**src/rtl/inst_fetch_ctrl.sv**
```systemverilog
// ---------------------------------------------------------------------------
// inst_fetch_ctrl
//
// Instruction-fetch requester for a stalling instruction memory. It presents
// a word address with chip select, holds that address steady while the
// memory stalls, and captures the returned word into a single-entry output
// register that hands off to decode with a valid/ready handshake.
//
// It also handles PC sequencing, branch redirects in the middle of a fetch,
// fetch enable, and a sticky error when a request stalls for too long.
//
// Flow summary:
//   IDLE -> REQ   when fetch_en is high.
//   REQ  -> IDLE  when fetch_en drops; no capture happens in that cycle.
//   REQ  -> ERR   after TIMEOUT consecutive stalled request cycles.
//   ERR  -> REQ/IDLE only on a redirect (or on reset).
//   A redirect in any state reloads the PC and drops any buffered or
//   in-flight instruction.
// ---------------------------------------------------------------------------
module inst_fetch_ctrl #(
    parameter logic [31:0] RESET_PC = 32'h0000_0000,
    parameter int unsigned TIMEOUT  = 64,
    parameter int unsigned CNT_W    = 8
) (
    input  logic        clk,
    input  logic        rst,

    // Fetch control from the pipeline front end
    input  logic        fetch_en,
    input  logic        redirect,
    input  logic [31:0] redirect_pc,

    // Instruction memory request side
    output logic [31:0] mem_addr,
    output logic        mem_cs,
    input  logic        mem_stall,
    input  logic [31:0] mem_data,

    // Decode-facing output slot
    output logic        inst_valid,
    input  logic        inst_ready,
    output logic [31:0] inst_out,
    output logic [31:0] inst_pc,

    // Sticky stall-timeout error
    output logic        fetch_err
);

    // -----------------------------------------------------------------------
    // Types and constants
    // -----------------------------------------------------------------------
    typedef enum logic [1:0] {
        ST_IDLE = 2'd0,
        ST_REQ  = 2'd1,
        ST_ERR  = 2'd2
    } state_e;

    // Word-aligned PCs only: the two low bits are always cleared.
    localparam logic [31:0] PC_ALIGN_MASK = 32'hFFFF_FFFC;
    localparam logic [31:0] RESET_PC_AL   = RESET_PC & PC_ALIGN_MASK;

    // Stall counter value at which one more stalled cycle means a timeout.
    localparam logic [CNT_W-1:0] WAIT_LAST = CNT_W'(TIMEOUT - 1);

    // -----------------------------------------------------------------------
    // State registers and their next-state values
    // -----------------------------------------------------------------------
    state_e           state_q,      state_d;
    logic [31:0]      pc_q,         pc_d;
    logic [CNT_W-1:0] wait_cnt_q,   wait_cnt_d;
    logic             inst_valid_q, inst_valid_d;
    logic [31:0]      inst_out_q,   inst_out_d;
    logic [31:0]      inst_pc_q,    inst_pc_d;
    logic             fetch_err_q,  fetch_err_d;
    logic             mem_cs_q,     mem_cs_d;

    // Handshake helpers for the one-entry output slot
    logic             slot_free;
    logic             consume;

    // Output slot can take a new word if it is empty or is being drained now.
    assign slot_free = !inst_valid_q || inst_ready;
    assign consume   = inst_valid_q && inst_ready;

    // -----------------------------------------------------------------------
    // Next-state logic: redirect overrides everything, otherwise per-state.
    // -----------------------------------------------------------------------
    always_comb begin
        // NOTE: every signal assigned here gets a hold value first; a path
        // that forgets one would otherwise infer a latch.
        state_d      = state_q;
        pc_d         = pc_q;
        wait_cnt_d   = wait_cnt_q;
        inst_valid_d = inst_valid_q;
        inst_out_d   = inst_out_q;
        inst_pc_d    = inst_pc_q;
        fetch_err_d  = fetch_err_q;

        // Decode taking the buffered word empties the slot, unless a
        // capture below refills it in the same cycle (no bubble).
        if (consume) begin
            inst_valid_d = 1'b0;
        end

        if (redirect) begin
            // Jump to the new target; anything buffered or in flight is
            // from the wrong path and is thrown away. Also the only way out
            // of the error state short of reset.
            pc_d         = redirect_pc & PC_ALIGN_MASK;
            inst_valid_d = 1'b0;
            wait_cnt_d   = '0;
            fetch_err_d  = 1'b0;
            state_d      = fetch_en ? ST_REQ : ST_IDLE;
        end else begin
            unique case (state_q)
                ST_IDLE: begin
                    wait_cnt_d = '0;
                    if (fetch_en) begin
                        state_d = ST_REQ;
                    end
                end

                ST_REQ: begin
                    if (!fetch_en) begin
                        // Stop requesting; PC is held so fetching resumes at
                        // the same word. A buffered word stays until taken.
                        state_d    = ST_IDLE;
                        wait_cnt_d = '0;
                    end else if (mem_stall) begin
                        if (wait_cnt_q == WAIT_LAST) begin
                            // Memory never answered: give up and flag it.
                            state_d      = ST_ERR;
                            fetch_err_d  = 1'b1;
                            inst_valid_d = 1'b0;
                            wait_cnt_d   = '0;
                        end else begin
                            wait_cnt_d = wait_cnt_q + 1'b1;
                        end
                    end else begin
                        wait_cnt_d = '0;
                        if (slot_free) begin
                            // Data is ready and there is room: take it and
                            // move to the next word (wraps at the top of
                            // the address space).
                            inst_out_d   = mem_data;
                            inst_pc_d    = pc_q;
                            inst_valid_d = 1'b1;
                            pc_d         = pc_q + 32'd4;
                        end
                        // Otherwise the slot is full: keep the same address
                        // presented and retry once decode drains the slot.
                    end
                end

                ST_ERR: begin
                    fetch_err_d = 1'b1;
                    wait_cnt_d  = '0;
                end

                default: begin
                    state_d = ST_IDLE;
                end
            endcase
        end

        // Chip select is registered and simply mirrors "next state is REQ".
        mem_cs_d = (state_d == ST_REQ);
    end

    // -----------------------------------------------------------------------
    // State update with asynchronous active-high reset.
    // -----------------------------------------------------------------------
    always_ff @(posedge clk or posedge rst) begin
        // NOTE: sequential state uses non-blocking assignments only, so all
        // registers update together from the values computed above.
        if (rst) begin
            state_q      <= ST_IDLE;
            pc_q         <= RESET_PC_AL;
            wait_cnt_q   <= '0;
            inst_valid_q <= 1'b0;
            inst_out_q   <= '0;
            inst_pc_q    <= '0;
            fetch_err_q  <= 1'b0;
            mem_cs_q     <= 1'b0;
        end else begin
            state_q      <= state_d;
            pc_q         <= pc_d;
            wait_cnt_q   <= wait_cnt_d;
            inst_valid_q <= inst_valid_d;
            inst_out_q   <= inst_out_d;
            inst_pc_q    <= inst_pc_d;
            fetch_err_q  <= fetch_err_d;
            mem_cs_q     <= mem_cs_d;
        end
    end

    // -----------------------------------------------------------------------
    // Outputs
    // -----------------------------------------------------------------------
    // Memory is word addressed: drop the byte offset of the PC.
    assign mem_addr   = {2'b00, pc_q[31:2]};
    assign mem_cs     = mem_cs_q;
    assign inst_valid = inst_valid_q;
    assign inst_out   = inst_out_q;
    assign inst_pc    = inst_pc_q;
    assign fetch_err  = fetch_err_q;

endmodule

```
**config.mk**
```make
export PLATFORM = sky130hd
export DESIGN_NAME = inst_fetch_ctrl
export DESIGN_NICKNAME = d
export VERILOG_FILES = /design/src/rtl/inst_fetch_ctrl.sv
export SDC_FILE = /design/constraint.sdc
export NUM_CORES = 1
export LEC_CHECK = 0
export CORE_UTILIZATION = 24
export CTS_CLUSTER_SIZE = 12
export DETAILED_ROUTE_END_ITERATION = 6
export PLACE_DENSITY = 0.45
export SLEW_MARGIN = 30
export SYNTH_ARGS = -nofsm -noshare
export SYNTH_HDL_FRONTEND = slang
export SYNTH_SLANG_ARGS = --single-unit
export TNS_END_PERCENT = 30
```
**constraint.sdc**
```tcl
create_clock -name clk -period 3.55 [get_ports clk]
set_input_delay 0.355 -clock clk [delete_from_list [all_inputs] [get_ports clk]]
set_output_delay 0.355 -clock clk [all_outputs]
set_load 0.005 [all_outputs]
```
==> metrics list, run 1 <==
* Cell chosen for the clock root: sky130_fd_sc_hd__clkbuf_16
- Final Hold Fails: 0
* Die Span Y: 145 microns
- Post-detailed-routing wire length: 14400 microns
- On the final layout, the worst clock skew is 10.2 ps.
* Share of flip-flops with an asynchronous set or reset: 100%
* #FFs+latches synth: approximately 110
* Vias per std cell: approximately 4.8
- Count of flip-flops with a built-in enable after synthesis: 0
* Port Buf Inserts: 162
- sky130_fd_sc_hd__dfrtp_1 takes more of the synthesized area than any other cell.
- Pin slew with the least headroom to its limit: 820 ps
* Number of buffers added by the clock tree synthesis step: 9
- At the placement stage, the worst setup path has a slack of 615 ps.
- Summed over all cells, the static leakage comes to 2.75 nW.
- Start point of the critical path: mem_stall
- CP Launch Type: input port
- Synthesized area per cell: 11.2 sq um
- Cts-stage hold buffer count: 0
* Highest clock rate: 389 MHz
* Post-route standard cell area excluding fillers: ~7200 sq um
- Clock tree from TritonCTS: yes
* Cell area after synthesis: 4930 sq um
- In this run, post-CTS repair resized a total of 0 instances.
- The final layout contains 670 nets.
* Final Setup Violations: 0
- PnR worst setup slack: 978 ps
- Crit share post-route: 72.5%
* Critical register-to-register path endpoint: pc_q[21]$_DFFE_PP0P_
- Initial core utilization: 24.4%
* Synth top area share: 53.3%
* Final critical path time including I/O delays and setup: between 2000 and 3000 ps
- Max-slew headroom: 44.8%
- The clock passes through at most 2 buffers.
* Power after layout: 3.64 mW
- After clock tree synthesis, the clock-pin slew on the worst setup and hold paths is 70 ps.
- Detailed-router iteration count before antenna repair: 5
- The clock drives 105 sinks.
- The max-slew violation total from the final report is 0.
- Antenna diodes: 0
- Routed wire per std cell: 16.5 microns
- The floorplan has 52 rows.
- Remaining global-route overflow: 0
* Post-CTS Setup Inserts: 0
* Data required time at the worst endpoint: around 3800 ps
- Core area: roughly 20000 sq um
* Fraction of final layout cells sized beyond drive strength 1: 15.3%
- Compared with the post-synthesis result, the final layout area differs by 46.3%.
* Cell count after synthesis: 441
- Depth of the worst register-to-register path: 5
- The floorplan step defined a die boundary enclosing around 21000 sq um.
- The clock reaches the later pin of the worst-skew pair after 360 ps.
* Worst-path fanout max: 17
- Overall routing resource usage: between 10% and 20%
- Vias in the first global route: 4125
- Max_cap viols: 0
- Sequential-to-total area share from yosys stat: 53.3%
- The HPWL after detailed placement is 9970 microns.
- Number of library cell types mapped by synthesis: 50
* Final Wtd Congestion: 0.722
- Launch point of the worst reg-to-reg path: state_q[1]$_DFF_PP0_
- The first global-routing pass estimated 22800 microns of wire.
- Number of nets with antenna violations after routing: 0
- Dividing total power by cell area gives a power density of 505 nW/um^2.
* Result of the run: finished clean
* Data arrival time of the critical path: 2850 ps
- Top-level port count: between 150 and 200
- The min-delay analysis places its worst path in the category in -> async.
- Dominant cells by area after synthesis: sky130_fd_sc_hd__dfrtp_1, sky130_fd_sc_hd__mux2_2, sky130_fd_sc_hd__nand3_1
* H-tree Lvls: 3
* Width of the chip: approximately 150 microns
- Total cell area at the placement stage: 6860 sq um
- Initial antenna violation count: 1
- For this block, the via count after detailed routing is 4149.
- During synthesis, Yosys emitted a total of 0 warnings.
- After detailed routing, the number of remaining DRC violations is 0.
- DRC marker count from the first detailed-route iteration: 163
- By startpoint and endpoint, the worst setup path is classified as in -> reg.
- The worst setup path is captured at a register.
* Worst-case vdd ir drop: 0.216 mV
* RSZ-0062 raised after global routing: false
- The worst register-to-register path has a setup slack of 1080 ps.
* Most used flip-flop cell after synthesis: sky130_fd_sc_hd__dfrtp_1
* Pin count of the biggest net entering global routing: 68
* Setup TNS: 0 ps
[report_power, final]
part / internal, mW / switching [mW] / leakage [nW]
clock: 0.708 / 0.463 / 0.166
sequential: 1.41 / 0.164 / 1.26
combinational: 0.613 / 0.281 / 1.32
[how the worst max path moves through the flow]
stage                                  endpoint  slack (ps)  cells past startpoint
after floorplan           fetch_err$_DFFE_PP0P_         430                      1
final                      pc_q[21]$_DFFE_PP0P_         980                      6
after global placement     pc_q[17]$_DFFE_PP0P_         620                      6
after global routing       pc_q[21]$_DFFE_PP0P_         850                      6
after CTS                  pc_q[21]$_DFFE_PP0P_         990                      6
after detailed placement   pc_q[19]$_DFFE_PP0P_         620                      6
[critical path, stage by stage]
cell and delay [ps]:
sky130_fd_sc_hd__clkdlybuf4s50_1 500, sky130_fd_sc_hd__nand4bb_1 220, sky130_fd_sc_hd__buf_4 180, sky130_fd_sc_hd__or4_1 840
sky130_fd_sc_hd__or4_1 590, sky130_fd_sc_hd__a31oi_1 160
[registers in the layout, indices dropped and copies added (netlist names)]
| signal | flops |
|---|---|
| wait_cnt_q | 8 |
| mem_cs | 1 |
| state_q | 2 |
| inst_out | 32 |
| fetch_err | 1 |
| pc_q | 30 |
| inst_valid | 1 |
| inst_pc | 30 |
[cells in the mapped netlist, types with 2 or more instances]
| master | n |
|---|---|
| sky130_fd_sc_hd__dfrtp_1 | 105 |
| sky130_fd_sc_hd__mux2_2 | 62 |
| sky130_fd_sc_hd__nand2_1 | 33 |
| sky130_fd_sc_hd__nand3_1 | 28 |
| sky130_fd_sc_hd__clkbuf_1 | 20 |
| sky130_fd_sc_hd__o21ai_0 | 15 |
| sky130_fd_sc_hd__nor2_1 | 14 |
| sky130_fd_sc_hd__or4_1 | 14 |
| sky130_fd_sc_hd__nand4_1 | 13 |
| sky130_fd_sc_hd__o31ai_1 | 13 |
| sky130_fd_sc_hd__a31oi_1 | 12 |
| sky130_fd_sc_hd__nor2b_1 | 11 |
| sky130_fd_sc_hd__inv_1 | 10 |
| sky130_fd_sc_hd__nor3_1 | 10 |
| sky130_fd_sc_hd__nor4_1 | 8 |
| sky130_fd_sc_hd__a22oi_1 | 7 |
| sky130_fd_sc_hd__a21oi_1 | 6 |
| sky130_fd_sc_hd__or3_1 | 5 |
| sky130_fd_sc_hd__xnor2_1 | 5 |
| sky130_fd_sc_hd__buf_4 | 4 |
| sky130_fd_sc_hd__o211ai_1 | 4 |
| sky130_fd_sc_hd__and4_1 | 3 |
| sky130_fd_sc_hd__o21a_1 | 3 |
| sky130_fd_sc_hd__a21o_1 | 2 |
| sky130_fd_sc_hd__a32o_1 | 2 |
| sky130_fd_sc_hd__and2_1 | 2 |
| sky130_fd_sc_hd__and3_1 | 2 |
| sky130_fd_sc_hd__buf_2 | 2 |
| sky130_fd_sc_hd__ha_1 | 2 |
| sky130_fd_sc_hd__mux2i_1 | 2 |
| sky130_fd_sc_hd__nor3b_1 | 2 |
| sky130_fd_sc_hd__o311ai_0 | 2 |
[area by class of cell]
| type | instances | area, sq um |
|---|---|---|
| fillers | 2036 | 13000 |
| clock inverters | 5 | 103 |
| repair buffers | 171 | 1700 |
| clock buffers | 11 | 243 |
| well taps | 270 | 338 |
| multi-input cells | 301 | 2160 |
| inverters | 10 | 42.5 |
| flip-flops and latches | 105 | 2630 |
[per-layer routing]
layer  routed length (microns)  part of all wire [%]  track usage [%]  vias to the layer above
li1                          -                     -                -                     1944
met1                      6420                    45             17.8                     2029
met2                      6610                    46             21.2                      162
met3                      1200                   8.4             5.79                       12
met4                       154                   1.1             4.26                        2
met5                        13                 0.090                0                        -
[through the flow]
step | hold slack, ps | std cells | util (%)
after global placement | 489 | 857 | 34.0
after CTS | 485 | 873 | 35.7
after floorplan | 473 | 444 | -
after detailed placement | 495 | 857 | 34.0
after global routing | 502 | 873 | 35.7
final | 485 | 873 | 35.7
[layout by cell type, fill, tap and decap left out, types with 4 or more instances in the layout]
cell                              synthesis  routed
sky130_fd_sc_hd__xnor2_1                  5       5
sky130_fd_sc_hd__buf_4                    4       8
sky130_fd_sc_hd__nand3_1                 28      28
sky130_fd_sc_hd__nor4_1                   8       7
sky130_fd_sc_hd__nor2_1                  14      13
sky130_fd_sc_hd__nor3_1                  10      10
sky130_fd_sc_hd__conb_1                   1       4
sky130_fd_sc_hd__nor2b_1                 11      11
sky130_fd_sc_hd__mux2_2                  62      62
sky130_fd_sc_hd__a21oi_1                  6       6
sky130_fd_sc_hd__o211ai_1                 4       4
sky130_fd_sc_hd__clkdlybuf4s50_1          0     161
sky130_fd_sc_hd__o21ai_0                 15      15
sky130_fd_sc_hd__nand4_1                 13      13
sky130_fd_sc_hd__dfrtp_1                105     105
sky130_fd_sc_hd__inv_1                   10       9
sky130_fd_sc_hd__o31ai_1                 13      13
sky130_fd_sc_hd__or4_1                   14      14
sky130_fd_sc_hd__nand2_1                 33      33
sky130_fd_sc_hd__or3_1                    5       5
sky130_fd_sc_hd__a22oi_1                  7       7
sky130_fd_sc_hd__clkbuf_16                0       9
sky130_fd_sc_hd__a31oi_1                 12      12
[cell families after synthesis]
logic type	count (synthesis)	share of synthesized area [%]
AND/OR/NAND/NOR	153	17.2
flip-flops	105	53.3
other	1	0.0761
XOR/XNOR	6	1.07
multiplexers	64	14.6
AO/OA/AOI/OAI	72	9.86
buffers and inverters	38	3.40
adder cells (fa/ha/maj)	2	0.508
Power figures use the tool's default switching activity.
==> inputs of run 2 (changes only) <==
Clock period 3.55 ns to 2.4 ns, I/O delays scaled along.
==> metrics list, run 2 (same netlist as run 1, synthesis figures left out) <==
- The post-cts repair resize count is 0 (unchanged).
* DR vias: 4183 (+0.82%)
- The number of maximum-capacitance constraint violations came to 0 (unchanged).
- The via count of the first global-routing pass is 4344 (+5.3%).
* Core area: 20200 sq um (unchanged)
* RSZ-0062 raised after global routing: false
- The number of hold violations in the final report came to 0 (unchanged).
- DRC marker count from the first detailed-route iteration: 175 (+7.4%)
* Clock tree from TritonCTS: yes
- In the finished design, the share of the clock period the worst path needs comes to 93.5%.
- Path category of the worst min-delay check: in -> async
- Hold Slack: 310 ps (-175 ps)
- Crit-path slowest cell: sky130_fd_sc_hd__or4_4
- The worst supply voltage drop on vdd came to 0.346 mV (+61%).
* FF-to-FF setup slack: 160 ps (-920 ps)
- Biggest cell delay along the critical path: 580 ps (-260 ps)
* Final net count: 691 (+3.1%)
* Largest register FFs: 32 (unchanged)
- Cell-by-cell listing of the critical path: nand4bb_1, buf_4, or4_4, or4_1, a31oi_1
* Detailed-router iteration count before antenna repair: 4 (-1)
* Cts-stage hold buffer count: 0 (unchanged)
* Clock slew at reported path FFs: 70 ps (about the same)
- Die Span Y: 145 microns (unchanged)
- Cell chosen for the clock root: sky130_fd_sc_hd__clkbuf_16
* Final Wtd Congestion: 0.741 (+2.5%)
- Derived from the worst setup path, the maximum achievable clock frequency is 446 MHz.
- The residual antenna-violating net count after detailed routing came to 0 (unchanged).
- The number of diodes was 0 (unchanged).
- The worst setup path is launched from a register.
- The power density over the cells came to 696 nW/um^2 (+38%).
- The top cell types in the final layout, fill and taps aside, are sky130_fd_sc_hd__clkdlybuf4s50_1, sky130_fd_sc_hd__dfrtp_1, sky130_fd_sc_hd__mux2_2.
- STA classifies the critical path endpoint as a register.
* Remaining global-route overflow: 0 (unchanged)
- Pin count of the biggest net entering global routing: 48 (-29%)
- Depth of the worst register-to-register path: 5 (unchanged)
- Launch point of the worst reg-to-reg path: state_q[1]$_DFF_PP0_
- The relative slew slack came to 57.5% (+13 points).
- The maximum fanout along the worst path came to 10 (-7).
* Port Buf Inserts: 162 (unchanged)
- Critical path buffers and inverters: 1 (-1)
* Final design utilization: 36.4% (+0.65 points)
* Overall routing resource usage: 14.3% (+0.42 points)
* Final critical path time including I/O delays and setup: 2240 ps
* Post-detailed-routing wire length: 14600 microns (+1.4%)
* Result of the run: finished clean
* Most common cell after layout, fill and taps aside: sky130_fd_sc_hd__clkdlybuf4s50_1
- The initial standard-cell utilization of the core came to 24.4% (unchanged).
- Standard-cell rows: 52 (unchanged)
- Count of final max-slew check failures: 0 (unchanged)
- The clock tree buffer depth is 2 (unchanged).
* Leakage power figure: 2.82 nW (+2.6%)
* Initial antenna violation count: 0 (-1)
- The die extent in x was 145 microns (unchanged).
- Grouping stages by cell kind, the critical path spends the most delay in simple AND/OR/NAND/NOR gates.
* Clock Sinks: 105 (unchanged)
- Total half-perimeter wirelength after legalization and detailed placement: 10600 microns (+6.2%)
* Post-CTS Setup Inserts: 0 (unchanged)
- The area of the die came to 21100 sq um (unchanged).
* Post-route standard cell area excluding fillers: 7340 sq um (+1.8%)
* Total cell area at the placement stage: 7060 sq um (+3.0%)
* Routed wire per std cell: 16.3 microns (-1.0%)
* Critical register-to-register path endpoint: pc_q[12]$_DFFE_PP0P_
* Top-level port count: 169 (unchanged)
- The number of DRC violations after detailed routing came to 0 (unchanged).
* Relative area change from synthesis to final layout: 48.9%
- The ratio of cells with drive above 1 in the final layout was 17.8% (+2.5 points).
* Number of buffers added by the clock tree synthesis step: 9 (unchanged)
- The clock latency of the later-clocked register in the worst-skew pair came to 350 ps (about the same).
* H-tree Lvls: 3 (unchanged)
* Final Setup Violations: 0 (unchanged)
* First-pass GRT wire length: 23700 microns (+3.8%)
- The number of vias per cell came to 4.68 (-1.5%).
* Pin slew with the least headroom to its limit: 636 ps (-185 ps)
- The final worst clock skew came to 6.98 ps (-3.24 ps).
- The setup TNS was 0 ps (unchanged).
- The data required time at the worst endpoint was 2670 ps (-1160 ps).
* Data arrival time of the critical path: 2510 ps (-340 ps)
- By startpoint and endpoint, the worst setup path is classified as reg -> reg.
## run 2: worst reg2reg max path, stage by stage, from the launching register on
cell	delay, ps
sky130_fd_sc_hd__dfrtp_1	420
sky130_fd_sc_hd__nand4bb_1	270
sky130_fd_sc_hd__buf_4	180
sky130_fd_sc_hd__or4_4	580
sky130_fd_sc_hd__or4_1	520
sky130_fd_sc_hd__a31oi_1	190
## run 2: layout make-up
cell class | instances | area (sq um)
clock inverter | 4 | 28.8
multi-input combinational | 301 | 2150
sequential | 105 | 2630
inverter | 10 | 41.3
timing repair buffer | 192 | 1900
fill | 2031 | 12800
clock buffer | 12 | 246
tap | 270 | 338
## run 2: routing by layer
metal	vias to the layer above	wire length, microns	GRT usage (%)
met4	0	223	5.05
met3	14	1140	4.97
met5	-	0	0
met2	127	6720	22.5
met1	2050	6510	18.2
li1	1992	-	-
## run 2: worst max path at each step
stage                                     from                   end  depth (start not counted)  slack, ps
after floorplan           state_q[1]$_DFF_PP0_  pc_q[12]$_DFFE_PP0P_                          6        290
after global placement               mem_stall  pc_q[12]$_DFFE_PP0P_                          6        -70
after detailed placement             mem_stall  pc_q[12]$_DFFE_PP0P_                          6       -110
after CTS                 state_q[1]$_DFF_PP0_  pc_q[12]$_DFFE_PP0P_                          5        110
after global routing      state_q[1]$_DFF_PP0_  pc_q[12]$_DFFE_PP0P_                          5         60
final                     state_q[1]$_DFF_PP0_  pc_q[12]$_DFFE_PP0P_                          5        160
## run 2: report_power, final
group | internal, mW | switching (mW) | leakage (nW)
logic | 0.934 | 0.444 | 1.43
clock network | 0.735 | 0.682 | 0.129
registers | 2.09 | 0.222 | 1.26
total | 3.76 | 1.35 | 2.82
## run 2: stage by stage
step	std cells	total power, mW	setup slack (ps)
global placement	878	3.72	-65.4
detailed placement	878	3.74	-114
floorplan	444	2.79	293
finish	894	5.11	156
CTS	894	5.20	115
global route	894	5.41	56.2
==> inputs of run 3 (changes only) <==
Settings changed: CORE_MARGIN set to 3, MAX_ROUTING_LAYER set to met4.
==> metrics list, run 3 (same netlist as run 1, synthesis figures left out) <==
- The flow ran to the end, and the final reports show no timing, DRC or antenna violations.
- TritonCTS built the clock tree.
- Post-Route Skew: 10.2 ps (+3.25 ps)
- The residual antenna-violating net count after detailed routing is 0 (unchanged).
- The portion of the clock cycle consumed by the worst path in the final layout came to 90.5% (-3.0 points).
- Width of the chip: 149 microns (+2.8%)
- Standard-cell rows: 51 (-1.9%)
* Final critical path time including I/O delays and setup: 2170 ps (-72.6 ps)
- The number of clock sinks was 105 (unchanged).
- The power density over the cells is 717 nW/um^2 (+3.0%).
- Cell chosen for the clock root: sky130_fd_sc_hd__clkbuf_16
- The number of placed instances with taps included is 879 (+0.11%).
- The clock buffer count from CTS was 9 (unchanged).
* Clock slew at reported path FFs: 70 ps (about the same)
* Largest register FFs: 32 (unchanged)
* Cts-stage hold buffer count: 0 (unchanged)
- The path class of the tightest hold or removal check is in -> reg.
- The post-cts repair resize count was 0 (unchanged).
* Die Span Y: 149 microns (+2.8%)
- The global-route wire length before repair is 23700 microns (-0.17%).
- In the layout the commonest cells are sky130_fd_sc_hd__clkdlybuf4s50_1, sky130_fd_sc_hd__dfrtp_1, sky130_fd_sc_hd__mux2_2.
- The initial antenna violation count is 0 (unchanged).
* Worst-path fanout max: 10 (unchanged)
- Hold Slack: 267 ps (-43.4 ps)
- The proportion of power drawn by the clock network came to 30.5% (+2.8 points).
* Setup TNS: 0 ps (unchanged)
* Power after layout: 5.33 mW (+4.3%)
* Relative area change from synthesis to final layout: 50.9%
* RSZ-0062 raised after global routing: false
- The worst setup path is of the reg -> reg kind.
- The ratio of cells with drive above 1 in the final layout was 18.7% (+0.94 points).
- Vias in the first global route: 4251 (-2.1%)
- Post-CTS Setup Inserts: 0 (unchanged)
- Data required time at the worst endpoint: 2670 ps (about the same)
- The critical path data arrival time is 2450 ps (-60 ps).
- CP Launch Type: register
- Final Setup Violations: 0 (unchanged)
- Highest clock rate: 460 MHz (+3.3%)
- Post-Place Worst Slack: -77.9 ps (+35.8 ps)
* Worst-case vdd ir drop: 0.373 mV (+7.8%)
* Fraction of power consumed by combinational cells: 26.1% (-0.9 points)
- Switching share of total power: 25.4% (-0.97 points)
- Final Hold Fails: 0 (unchanged)
* Die Area: 22300 sq um (+5.6%)
- Core area: 19800 sq um (-1.9%)
- Port Buf Inserts: 162 (unchanged)
- The largest stage delay on the critical path is 580 ps (about the same).
* Post-detailed-routing wire length: 15000 microns (+2.6%)
* Clk buf depth: 2 (unchanged)
- The startpoint identified for the worst hold timing path is redirect.
* Routed wire per std cell: 16.7 microns (+2.5%)
- The transition time of the tightest slew-check pin came to 817 ps (+181 ps).
* Count of final max-slew check failures: 0 (unchanged)
- The number of vias per cell came to 4.67 (-0.26%).
- The final-layout fill cell count is 1972 (-2.9%).
* Start point of the critical path: state_q[1]$_DFF_PP0_
* Sequential fraction of design power: 43.3% (-2.0 points)
* Cell-by-cell listing of the critical path: nand4bb_1, buf_4, or4_4, or4_1, a31oi_1
- The via count was 4177 (-0.14%).
- DRC violations left: 0 (unchanged)
* Max-slew headroom: 45.4% (-12 points)
* H-tree Lvls: 3 (unchanged)
- Total half-perimeter wirelength after legalization and detailed placement: 11100 microns (+4.9%)
- The largest net degree at the start of global routing was 34 (-29%).
- Critical path buffers and inverters: 1 (unchanged)
- Antenna diodes: 0 (unchanged)
- The cell family contributing the most delay on the critical path is simple AND/OR/NAND/NOR gates.
* Overall routing resource usage: 14.0% (-0.29 points)
- Max_cap viols: 0 (unchanged)
* PnR worst setup slack: 228 ps (+72.6 ps)
- The initial standard-cell utilization of the core was 24.9% (+0.48 points).
- Leakage power figure: 2.89 nW (+2.3%)
- Final net count: 697 (+0.87%)
- Crit-path slowest cell: sky130_fd_sc_hd__or4_4
* Remaining global-route overflow: 0 (unchanged)
- Category of the worst setup path capture point: register
* Clock latency on the worst-skew pair: 360 ps (about the same)
- Detailed-router iteration count before antenna repair: 4 (unchanged)
* Internal cell power: 3.97 mW (+5.7%)
* Top-level port count: 169 (unchanged)
- The starting DRC count in detailed routing is 238 (+36%).
- Launch point of the worst reg-to-reg path: state_q[1]$_DFF_PP0_
- Most common cell after layout, fill and taps aside: sky130_fd_sc_hd__clkdlybuf4s50_1
- The number of non-filler instances in the completed layout came to 895 (+0.11%).
- Reported net switching power: 1.35 mW (+0.48%)
- The weighted congestion reported at the end of routability-driven placement came to 0.803 (+8.5%).
-- run 3: path summary, 6_finish.rpt --
path	slack, ps	end	cells past startpoint
hold / removal	270	pc_q[30]$_DFFE_PP0P_	3
min in group asynchronous	380	inst_out[5]$_DFFE_PP0P_	2
setup / recovery	230	pc_q[20]$_DFFE_PP0P_	5
setup reg to reg	230	pc_q[20]$_DFFE_PP0P_	5
max in group asynchronous	1410	inst_pc[25]$_DFFE_PP0P_	3
hold reg to reg	510	inst_pc[20]$_DFFE_PP0P_	1
-- run 3: metrics by stage --
stage,utilization [%],area (sq um)
2_1_floorplan,-,4940
3_3_place_gp,36.0,7110
3_5_place_dp,36.0,7110
4_1_cts,37.6,7430
5_1_grt,37.6,7430
6_report,37.6,7430
-- run 3: area by class of cell --
| class | instances | area, sq um | share of cell area [%] |
|---|---|---|---|
| clock buffers | 11 | 243 | 3.27 |
| clock inverters | 5 | 78.8 | 1.06 |
| inverters | 10 | 41.3 | 0.555 |
| multi-input cells | 301 | 2150 | 28.9 |
| flip-flops and latches | 105 | 2630 | 35.3 |
| well taps | 265 | 332 | 4.46 |
| repair buffers | 198 | 1960 | 26.4 |
-- run 3: worst register-to-register path, stage by stage, from the launching register on --
cell,delay [ps]
sky130_fd_sc_hd__dfrtp_1,380
sky130_fd_sc_hd__nand4bb_1,250
sky130_fd_sc_hd__buf_4,190
sky130_fd_sc_hd__or4_4,580
sky130_fd_sc_hd__or4_1,520
sky130_fd_sc_hd__a31oi_1,170
-- run 3: power groups by stage --
stage | clock (mW) | combinational [mW] | sequential (mW)
after floorplan | 0 | 0.440 | 2.35
after global placement | 0 | 1.41 | 2.33
after detailed placement | 0 | 1.42 | 2.34
after CTS | 1.68 | 1.42 | 2.31
after global routing | 1.75 | 1.52 | 2.36
final | 1.63 | 1.39 | 2.31
-- run 3: layer usage --
metal  wire length, microns  global-route usage [%]
met1                   6940                    18.0
met2                   6870                    21.3
met3                    997                    4.92
met4                    179                    3.30
met5                      0                       -
